`config.mk`:
```
export PLATFORM = sky130hd
export DESIGN_NAME = fetch_stage_flat
export DESIGN_NICKNAME = d
export VERILOG_FILES = /design/src/rtl/fetch_stage_if.sv /design/src/rtl/fetch_stage.sv /design/src/flat_wrapper.sv
export SDC_FILE = /design/constraint.sdc
export NUM_CORES = 1
export LEC_CHECK = 0
export ABC_CLOCK_PERIOD_IN_PS = 1990
export BUFFER_PORTS_ARGS = -buffer_cell sky130_fd_sc_hd__buf_2
export CELL_PAD_IN_SITES_DETAIL_PLACEMENT = 0
export CELL_PAD_IN_SITES_GLOBAL_PLACEMENT = 1
export CORE_MARGIN = 5
export CORE_UTILIZATION = 32
export DETAILED_ROUTE_END_ITERATION = 8
export GPL_ROUTABILITY_DRIVEN = 1
export PLACE_DENSITY_LB_ADDON = 0.08
export SLEW_MARGIN = 20
export SYNTH_ARGS = -nofsm -noshare
export SYNTH_HDL_FRONTEND = slang
export SYNTH_SLANG_ARGS = --single-unit
export TNS_END_PERCENT = 5
```
`constraint.sdc`:
```
create_clock -name clock -period 1.99 [get_ports clock]
set_input_delay 0.199 -clock clock [delete_from_list [all_inputs] [get_ports clock]]
set_output_delay 0.199 -clock clock [all_outputs]
set_load 0.005 [all_outputs]
```
`src/rtl/fetch_stage_if.sv`:
```
// fetch_stage_if: instruction-memory bus between the fetch stage and imem.
//   imem_req    fetch request, accepted by memory on the cycle it is high
//   imem_addr   fetch address
//   imem_rvalid response valid, one or more cycles after the accepted request
//   imem_rdata  instruction word, valid with imem_rvalid
// master = fetch stage side, slave = instruction memory side.
interface fetch_stage_if;
    logic        imem_req;
    logic [31:0] imem_addr;
    logic        imem_rvalid;
    logic [31:0] imem_rdata;

    modport master (
        output imem_req,
        output imem_addr,
        input  imem_rvalid,
        input  imem_rdata
    );

    modport slave (
        input  imem_req,
        input  imem_addr,
        output imem_rvalid,
        output imem_rdata
    );
endinterface

```
`src/rtl/fetch_stage.sv`:
```
// fetch_stage: instruction fetch stage upstream of the decoder. Owns the PC,
// keeps one request outstanding to instruction memory and fills the IF/ID
// register read by the decoder.
// Ports:
//   clock, reset     system clock, synchronous active-high reset
//   stall            decoder cannot accept; IF/ID holds
//   redirect         taken branch/jump, load redirect_pc (word aligned)
//   redirect_pc      redirect target
//   imem             instruction memory bus (master side)
//   valid_out        IF/ID holds a live instruction
//   instruction_out  IF/ID instruction (NOP_INSTR when not valid)
//   pc_out           PC of instruction_out
//   pc_plus4_out     pc_out + 4, link value for JAL/JALR
//
// state | meaning
// IDLE  | first cycle after reset, no request
// REQ   | imem_req high, request for pc accepted this cycle
// WAIT  | request outstanding, waiting for imem_rvalid
// HOLD  | response captured in hold_buf, waiting for IF/ID to free up
// DROP  | stale request outstanding after a redirect, response discarded
module fetch_stage #(
    parameter logic [31:0] RESET_PC  = 32'h0100_0000,
    parameter logic [31:0] NOP_INSTR = 32'h0000_0013
) (
    input  logic          clock,
    input  logic          reset,
    input  logic          stall,
    input  logic          redirect,
    input  logic [31:0]   redirect_pc,
    fetch_stage_if.master imem,
    output logic          valid_out,
    output logic [31:0]   instruction_out,
    output logic [31:0]   pc_out,
    output logic [31:0]   pc_plus4_out
);

    typedef enum logic [2:0] {IDLE, REQ, WAIT, HOLD, DROP} state_t;

    state_t      state;
    logic [31:0] pc;
    logic [31:0] hold_buf;
    logic        imem_req_q;
    logic        if_free;

    assign if_free        = !valid_out || !stall;
    assign imem.imem_req  = imem_req_q;
    assign imem.imem_addr = pc;
    assign pc_plus4_out   = pc_out + 32'd4;

    // imem_req is registered: it is set on every transition into REQ.
    always_ff @(posedge clock) begin
        if (reset) begin
            state           <= IDLE;
            pc              <= RESET_PC;
            hold_buf        <= '0;
            imem_req_q      <= 1'b0;
            valid_out       <= 1'b0;
            instruction_out <= NOP_INSTR;
            pc_out          <= '0;
        end else begin
            imem_req_q <= 1'b0;

            // Decoder consumes the entry; a load below overrides this.
            if (valid_out && !stall) begin
                valid_out       <= 1'b0;
                instruction_out <= NOP_INSTR;
            end

            if (redirect) begin
                pc              <= {redirect_pc[31:2], 2'b00};
                valid_out       <= 1'b0;
                instruction_out <= NOP_INSTR;
                hold_buf        <= '0;
                case (state)
                    // A response landing this very cycle retires the
                    // outstanding request, so nothing is left to drain.
                    WAIT, DROP: begin
                        if (imem.imem_rvalid) begin
                            state      <= REQ;
                            imem_req_q <= 1'b1;
                        end else begin
                            state <= DROP;
                        end
                    end
                    // The request issued this cycle is already in flight.
                    REQ: state <= DROP;
                    default: begin
                        state      <= REQ;
                        imem_req_q <= 1'b1;
                    end
                endcase
            end else begin
                case (state)
                    IDLE: begin
                        state      <= REQ;
                        imem_req_q <= 1'b1;
                    end
                    REQ: state <= WAIT;
                    WAIT: begin
                        if (imem.imem_rvalid) begin
                            if (if_free) begin
                                valid_out       <= 1'b1;
                                instruction_out <= imem.imem_rdata;
                                pc_out          <= pc;
                                pc              <= pc + 32'd4;
                                state           <= REQ;
                                imem_req_q      <= 1'b1;
                            end else begin
                                hold_buf <= imem.imem_rdata;
                                state    <= HOLD;
                            end
                        end
                    end
                    HOLD: begin
                        if (!stall) begin
                            valid_out       <= 1'b1;
                            instruction_out <= hold_buf;
                            pc_out          <= pc;
                            pc              <= pc + 32'd4;
                            state           <= REQ;
                            imem_req_q      <= 1'b1;
                        end
                    end
                    DROP: begin
                        if (imem.imem_rvalid) begin
                            state      <= REQ;
                            imem_req_q <= 1'b1;
                        end
                    end
                    default: state <= IDLE;
                endcase
            end
        end
    end

endmodule

```
`src/flat_wrapper.sv`:
```
// flat-port wrapper written by rule: the top's interface ports become plain ports
module fetch_stage_flat 
#(
    parameter logic [31:0] RESET_PC  = 32'h0100_0000,
    parameter logic [31:0] NOP_INSTR = 32'h0000_0013
)
  (clock, reset, stall, redirect, redirect_pc, valid_out, instruction_out, pc_out, pc_plus4_out, imem_imem_req, imem_imem_addr, imem_imem_rvalid, imem_imem_rdata);
  fetch_stage_if imem_i ();
  input  logic clock;
  input  logic reset;
  input  logic stall;
  input  logic redirect;
  input  logic [31:0] redirect_pc;
  output logic valid_out;
  output logic [31:0] instruction_out;
  output logic [31:0] pc_out;
  output logic [31:0] pc_plus4_out;
  output wire logic [$bits(imem_i.imem_req)-1:0] imem_imem_req;
  output wire logic [$bits(imem_i.imem_addr)-1:0] imem_imem_addr;
  input wire logic [$bits(imem_i.imem_rvalid)-1:0] imem_imem_rvalid;
  input wire logic [$bits(imem_i.imem_rdata)-1:0] imem_imem_rdata;
  assign imem_imem_req = imem_i.imem_req;
  assign imem_imem_addr = imem_i.imem_addr;
  assign imem_i.imem_rvalid = imem_imem_rvalid;
  assign imem_i.imem_rdata = imem_imem_rdata;
  fetch_stage #(.RESET_PC(RESET_PC), .NOP_INSTR(NOP_INSTR)) u_core (.clock(clock), .reset(reset), .stall(stall), .redirect(redirect), .redirect_pc(redirect_pc), .imem(imem_i), .valid_out(valid_out), .instruction_out(instruction_out), .pc_out(pc_out), .pc_plus4_out(pc_plus4_out));
endmodule
```
==> results of run 1 <==
## per-layer routing
layer	routed length, um	vias to the layer above	part of all wire (%)
met3	1450	19	7.6
met4	194	2	1.0
li1	-	3000	-
met2	9410	176	50
met1	7840	2826	41
met5	13	-	0.069
## cell type report
type | count | area share (%)
clock buffer | 17 | 5.19
clock inverter | 15 | 2.27
inverter | 14 | 0.641
multi-input combinational | 528 | 37.3
sequential | 129 | 31.6
tap | 229 | 3.49
timing repair buffer | 266 | 19.5
## sequential cells by signal (all words and copies together), names as in the netlist
name / count
u_core.pc_out: 30
u_core.valid_out: 1
u_core.imem.imem_addr: 30
u_core.imem.imem_req: 1
u_core.state: 3
u_core.instruction_out: 32
u_core.hold_buf: 32
## where the power goes
group	internal [mW]	switching, mW
Clock	1.98	1.22
Sequential	2.64	0.0561
Combinational	0.232	0.294
## cell families (layout without fill, tap and decap cells)
logic type	Yosys count	after routing	share of synthesized area (%)
buf+inv	68	312	4.94
mux	1	1	0.194
flops	129	129	44.6
other cells	1	6	0.0647
fa+ha+maj	2	2	0.432
xor+xnor	52	52	7.86
compound gates	147	147	17.0
simple gates	320	320	24.9
## metrics by stage
step           cells  cell area (um^2)  setup WS, ns
6_report        1198              8200        -0.197
5_1_grt         1198              8200        -0.327
4_1_cts         1198              8150        -0.234
3_5_place_dp    1156              7400        0.0831
3_3_place_gp    1156              7400         0.117
2_1_floorplan    725              5830       -0.0439
## cells in the final DEF (no fill, tap or decap), types with 13 or more instances in the layout
cell / synthesis / final
inv_1: 13 / 13
dfxtp_1: 129 / 123
buf_4: 6 / 64
nand4_1: 25 / 25
nand2_1: 156 / 154
a211oi_1: 19 / 19
a222oi_1: 29 / 29
xnor2_1: 27 / 25
buf_2: 1 / 190
clkbuf_16: 0 / 17
nand3_1: 22 / 20
xor2_1: 25 / 25
nor2_1: 67 / 60
a21oi_1: 75 / 74
## what timing repair did
| action | in CTS | in global routing |
|---|---|---|
| pin swaps | 9 | 5 |
| hold buffers | 3 | 0 |
| cloned | 0 | 0 |
| gates resized for setup | 17 | 9 |
| setup buffers | 7 | 0 |
| setup endpoints to repair | 14 | 25 |
| hold endpoints to repair | 3 | 0 |
## synthesized netlist by cell type (all sizes together) (2+ instances only)
cell    instances  area (um^2)
nand2         156          586
dfxtp         129         2580
a21oi          75          375
nor2           67          251
clkbuf         45          169
a222oi         29          290
xnor2          27          236
nand4          25          156
xor2           25          219
nand3          22          110
a211oi         20          155
inv            13         48.8
nor4           11         83.8
buf             9         65.1
and3            8         50.1
o21ai           7         35.0
nor3            6         30.0
nand2b          5         31.3
or3             4         25.0
a22oi           3         22.5
a311oi          3         26.3
nor2b           3         18.8
nor3b           3         22.5
and2            2         12.5
and4            2         17.5
ha              2         25.0
nand3b          2         15.0
o311a           2         20.0
o31a            2         17.5
or4             2         18.8
## worst reg2reg max path: stages, from the launching register on
cell and delay [ns]:
dfxtp_1 0.32, o21a_1 0.28, or3_1 0.36, or4_4 0.52
xor2_1 0.16, a211oi_2 0.20
## worst min path at each step
stage                        from                         to  slack (ns)  cells after the start
6_report           redirect_pc[4]   u_core.imem.imem_addr[4]        0.02                      2
5_1_grt            redirect_pc[4]   u_core.imem.imem_addr[4]        0.01                      2
4_1_cts            redirect_pc[4]   u_core.imem.imem_addr[4]       0.006                      2
3_5_place_dp   imem_imem_rdata[4]  u_core.instruction_out[4]        0.43                      3
3_3_place_gp   imem_imem_rdata[1]  u_core.instruction_out[1]        0.42                      3
2_1_floorplan  imem_imem_rdata[1]  u_core.instruction_out[1]        0.32                      2
==> flow_summary.ini, run 1 <==
[grt]
antenna_found_initial = 1
track_usage_pct = 17.8
grt_max_degree = 60
grtUsageMet2_pct = 31.4
gr-total-overflow = 0
top_usage_layer = met2
grt_use_met1_pct = 21.2
grt_use_met3_pct = 4.79
grt_pass1_wl_um = 29600
grt_pass1_vias = 5910

[synthesis]
yosysWarnings = 0
syn-instance-count = 720
ys_types = 47
synthArstFlopShare_pct = 0
yosys_register_bits = 129
syn_area_um2 = 5800
synth_edf_count = 0
syn_area_per_cell_um2 = 8.05
yosysSeqAreaShare_pct = 44.6
ys.flop_type = dfxtp_1

[final_layout]
finish.utilization_pct = 45.8
seq_area_um2 = 2590
syn_to_final_growth_pct = 41.5
multi_input_area_um2 = 3060
antennaDiodeCount = 0
layout-drive-gt1-share_pct = 33.8
fin_nets = 1027
fill_cells = 1828

[setup_path]
worst_setup_path_end_kind = output pin
critical-path-top-delay-family = simple AND/OR/NAND/NOR gates
slowest_stage = dfxtp_1
worstSetupPathDepth = 6
required_ns = 1.79
path_max_fanout = 5
path_buf_inv = 1
regToRegStartpoint = u_core.state[0]
r2r_end = u_core.imem.imem_addr[12]
crit_start = u_core.pc_out[18]
worstSetupPathType = reg2out
reg2reg_depth = 5
worstSetupStartpointType = register
slowest_delay_ns = 0.40
endpoint = pc_plus4_out[31]
critPathArrivalTime_ns = 1.99
reg2reg_slack_ns = 0.07
crit_chain = nand4_1 > nor3_1 > and2_4 > nor3b_2 > xor2_1 > buf_2

[status]
status = finished with violations
violations = negative setup slack

[placement]
dpl.hpwl_um = 13700
gp_congestion = 0.842
portBuffers = 190

[routing]
postRouteAntennaNets = 0
drt_iter0_markers = 388
drc_errors = 0
drt_wl_total_um = 18900
routed_via_density = 5.03
dr.pass1.iters = 8
wl_per_cell_um = 15.8
vias = 6023

[sta]
tns_ns = -1.98
hold_ws_ns = 0.0227
slew_headroom_pct = 54.9
setup_violations = 16
max_freq_mhz = 457
slew_violations = 0
fin_crit_ns = 2.19
setup_ws_ns = -0.197
hold_violations = 0
fin_skew_ns = 0.00608
rsz0062_at_grt = yes
worst_pin_slew_ns = 0.676
finalCritPeriodShare_pct = 110

[power]
power_density_nw_per_um2 = 783
fin_total_pwr_mw = 6.43
peakVddDrop_mv = 0.545
leakage_nw = 3.42

[clock_network]
cts_buffer_depth = 2
clock_sinks = 129
htreeDepth = 4
cts_tree = done
insertion_delay_ns = 0.42
clk_pin_slew_worst_paths_ns = 0.06
cts_made_buffers = 17
cts_root_buf = clkbuf_16

[floorplanning]
die-area_um2 = 20900
placementRows = 49
start_util_pct = 32.4
die_y_um = 145
io_pins = 199
dieWidth_um = 145
core_area_um2 = 17900

[hold_path]
min_path_type = in2reg

[job]
maxCapViolations = 0
(Power assumes the default switching activity.)
==> inputs of run 2 (changes only) <==
--- a/config.mk
+++ b/config.mk
@@ -14,6 +14,7 @@
 export DETAILED_ROUTE_END_ITERATION = 8
 export GPL_ROUTABILITY_DRIVEN = 1
 export PLACE_DENSITY_LB_ADDON = 0.08
+export SETUP_SLACK_MARGIN = 0.5
 export SLEW_MARGIN = 20
 export SYNTH_ARGS = -nofsm -noshare
 export SYNTH_HDL_FRONTEND = slang
==> flow_summary.ini, run 2 (synthesis results as in run 1) <==
[placement]
portBuffers = 190
gp_congestion = 0.826
dpl.hpwl_um = 13500
dpl_cell_area_um2 = 7370
place_ws_ns = -0.0315
place_inst = 1144

[clock_network]
insertion_delay_ns = 0.43
htreeDepth = 4
clk_pin_slew_worst_paths_ns = 0.06
cts_root_buf = clkbuf_16
cts_made_buffers = 17
cts_tree = done
clock_sinks = 129
cts_buffer_depth = 2

[final_layout]
fin_area_um2 = 8460
fin_cells = 1187
antennaDiodeCount = 0
fin_nets = 1016
finish.utilization_pct = 47.3
layout_common_cells = buf_2 (190), nand2_1 (146), dfxtp_1 (108)
fill_cells = 1824
reg_top3 = u_core.hold_buf (32), u_core.instruction_out (32)
final_common_cell = buf_2
layout-drive-gt1-share_pct = 37.6
syn_to_final_growth_pct = 46.0

[floorplanning]
die-area_um2 = 20900
core_area_um2 = 17900
die_y_um = 145
dieWidth_um = 145
io_pins = 199
start_util_pct = 32.4
placementRows = 49

[grt]
gr-total-overflow = 0
antenna_found_initial = 0
track_usage_pct = 18.2
grt_pass1_vias = 5928
grt_max_degree = 60
grt_pass1_wl_um = 30200

[sta]
max_freq_mhz = 454
fin_crit_ns = 2.20
hold_ws_ns = 0.0172
hold_violations = 0
slew_headroom_pct = 57.3
rsz0062_at_grt = yes
worst_pin_slew_ns = 0.640
slew_violations = 0
setup_ws_ns = -0.214
fin_skew_ns = 0.0127
tns_ns = -2.07
setup_violations = 16
finalCritPeriodShare_pct = 111

[routing]
vias = 5972
drt_iter0_markers = 353
drc_errors = 0
dr.pass1.iters = 6
wl_per_cell_um = 16.2
routed_via_density = 5.03
drt_wl_total_um = 19200
postRouteAntennaNets = 0

[power]
p_int_mw = 5.24
p_clk_share_pct = 52.6
swShare_pct = 23.2
power_density_nw_per_um2 = 806
leakage_nw = 3.46
p_sw_mw = 1.58
fin_total_pwr_mw = 6.82
peakVddDrop_mv = 0.590
p_seq_share_pct = 39.6
combPwrFrac_pct = 7.8

[setup_path]
slowest_stage = dfxtp_4
critPathArrivalTime_ns = 2.01
crit_chain = nand4_1 > nor4_2 > buf_4 > and2_4 > nor3b_2 > xor2_1 > buf_2
worstSetupStartpointType = register
worstSetupPathType = reg2out
slowest_delay_ns = 0.35
required_ns = 1.79
path_max_fanout = 2
worst_setup_path_end_kind = output pin

[status]
violations = negative setup slack
status = finished with violations

[job]
maxCapViolations = 0

[hold_path]
min_path_type = in2reg
## run 2: changes by cell type in the layout (fill, tap and decap cells not counted), moves of 8 or more
cell / delta
buf_4: -21
dfxtp_1: -15
dfxtp_4: +8
nand2_1: -8
## run 2: final cells by class
class / count / area (um^2) / share of cell area, %
clock buffer: 17 / 425 / 5.03
clock inverter: 15 / 255 / 3.02
inverter: 14 / 52.6 / 0.621
multi-input combinational: 528 / 3240 / 38.2
sequential: 129 / 2630 / 31.1
tap: 229 / 287 / 3.39
timing repair buffer: 255 / 1580 / 18.7
## run 2: repair_timing
item                                    4_1_cts  5_1_grt
resized for setup                            53       25
setup buffers                                 7        1
endpoints found under the setup margin      150      152
endpoints found under the hold margin         3        0
pin swaps                                    55       86
hold buffers                                  3        0
## run 2: routing by layer
metal,wire length [um],track usage (%),vias up
met1,8270,22.1,2802
li1,-,-,2979
met4,295,6.04,0
met5,0,0,-
met2,9360,31.6,166
met3,1300,4.63,25
## run 2: path summary, 6_finish.rpt
path                               end  slack [ns]  cells after the start           startpoint
min                u_core.hold_buf[10]        0.02                      3  imem_imem_rdata[10]
max reg2reg  u_core.imem.imem_addr[12]        0.01                      5      u_core.state[2]
max                   pc_plus4_out[31]       -0.21                      7    u_core.pc_out[14]
min reg2reg        u_core.hold_buf[12]        0.46                      2  u_core.hold_buf[12]
## run 2: critical path: cells and delay by family, from the launching register on
kind,cells,cell delay (ns)
DFF,1,0.35
xor gates and xnor gates,1,0.16
buffers and inverters,2,0.30
and+or+nand+nor,4,0.76
## run 2: power groups by stage
stage,clock network (mW),logic [mW],registers [mW]
final,3.59,0.529,2.70
after global routing,3.79,0.589,2.71
after CTS,3.67,0.528,2.70
after detailed placement,0,0.507,2.76
after global placement,0,0.500,2.76
after floorplan,0,0.239,2.76
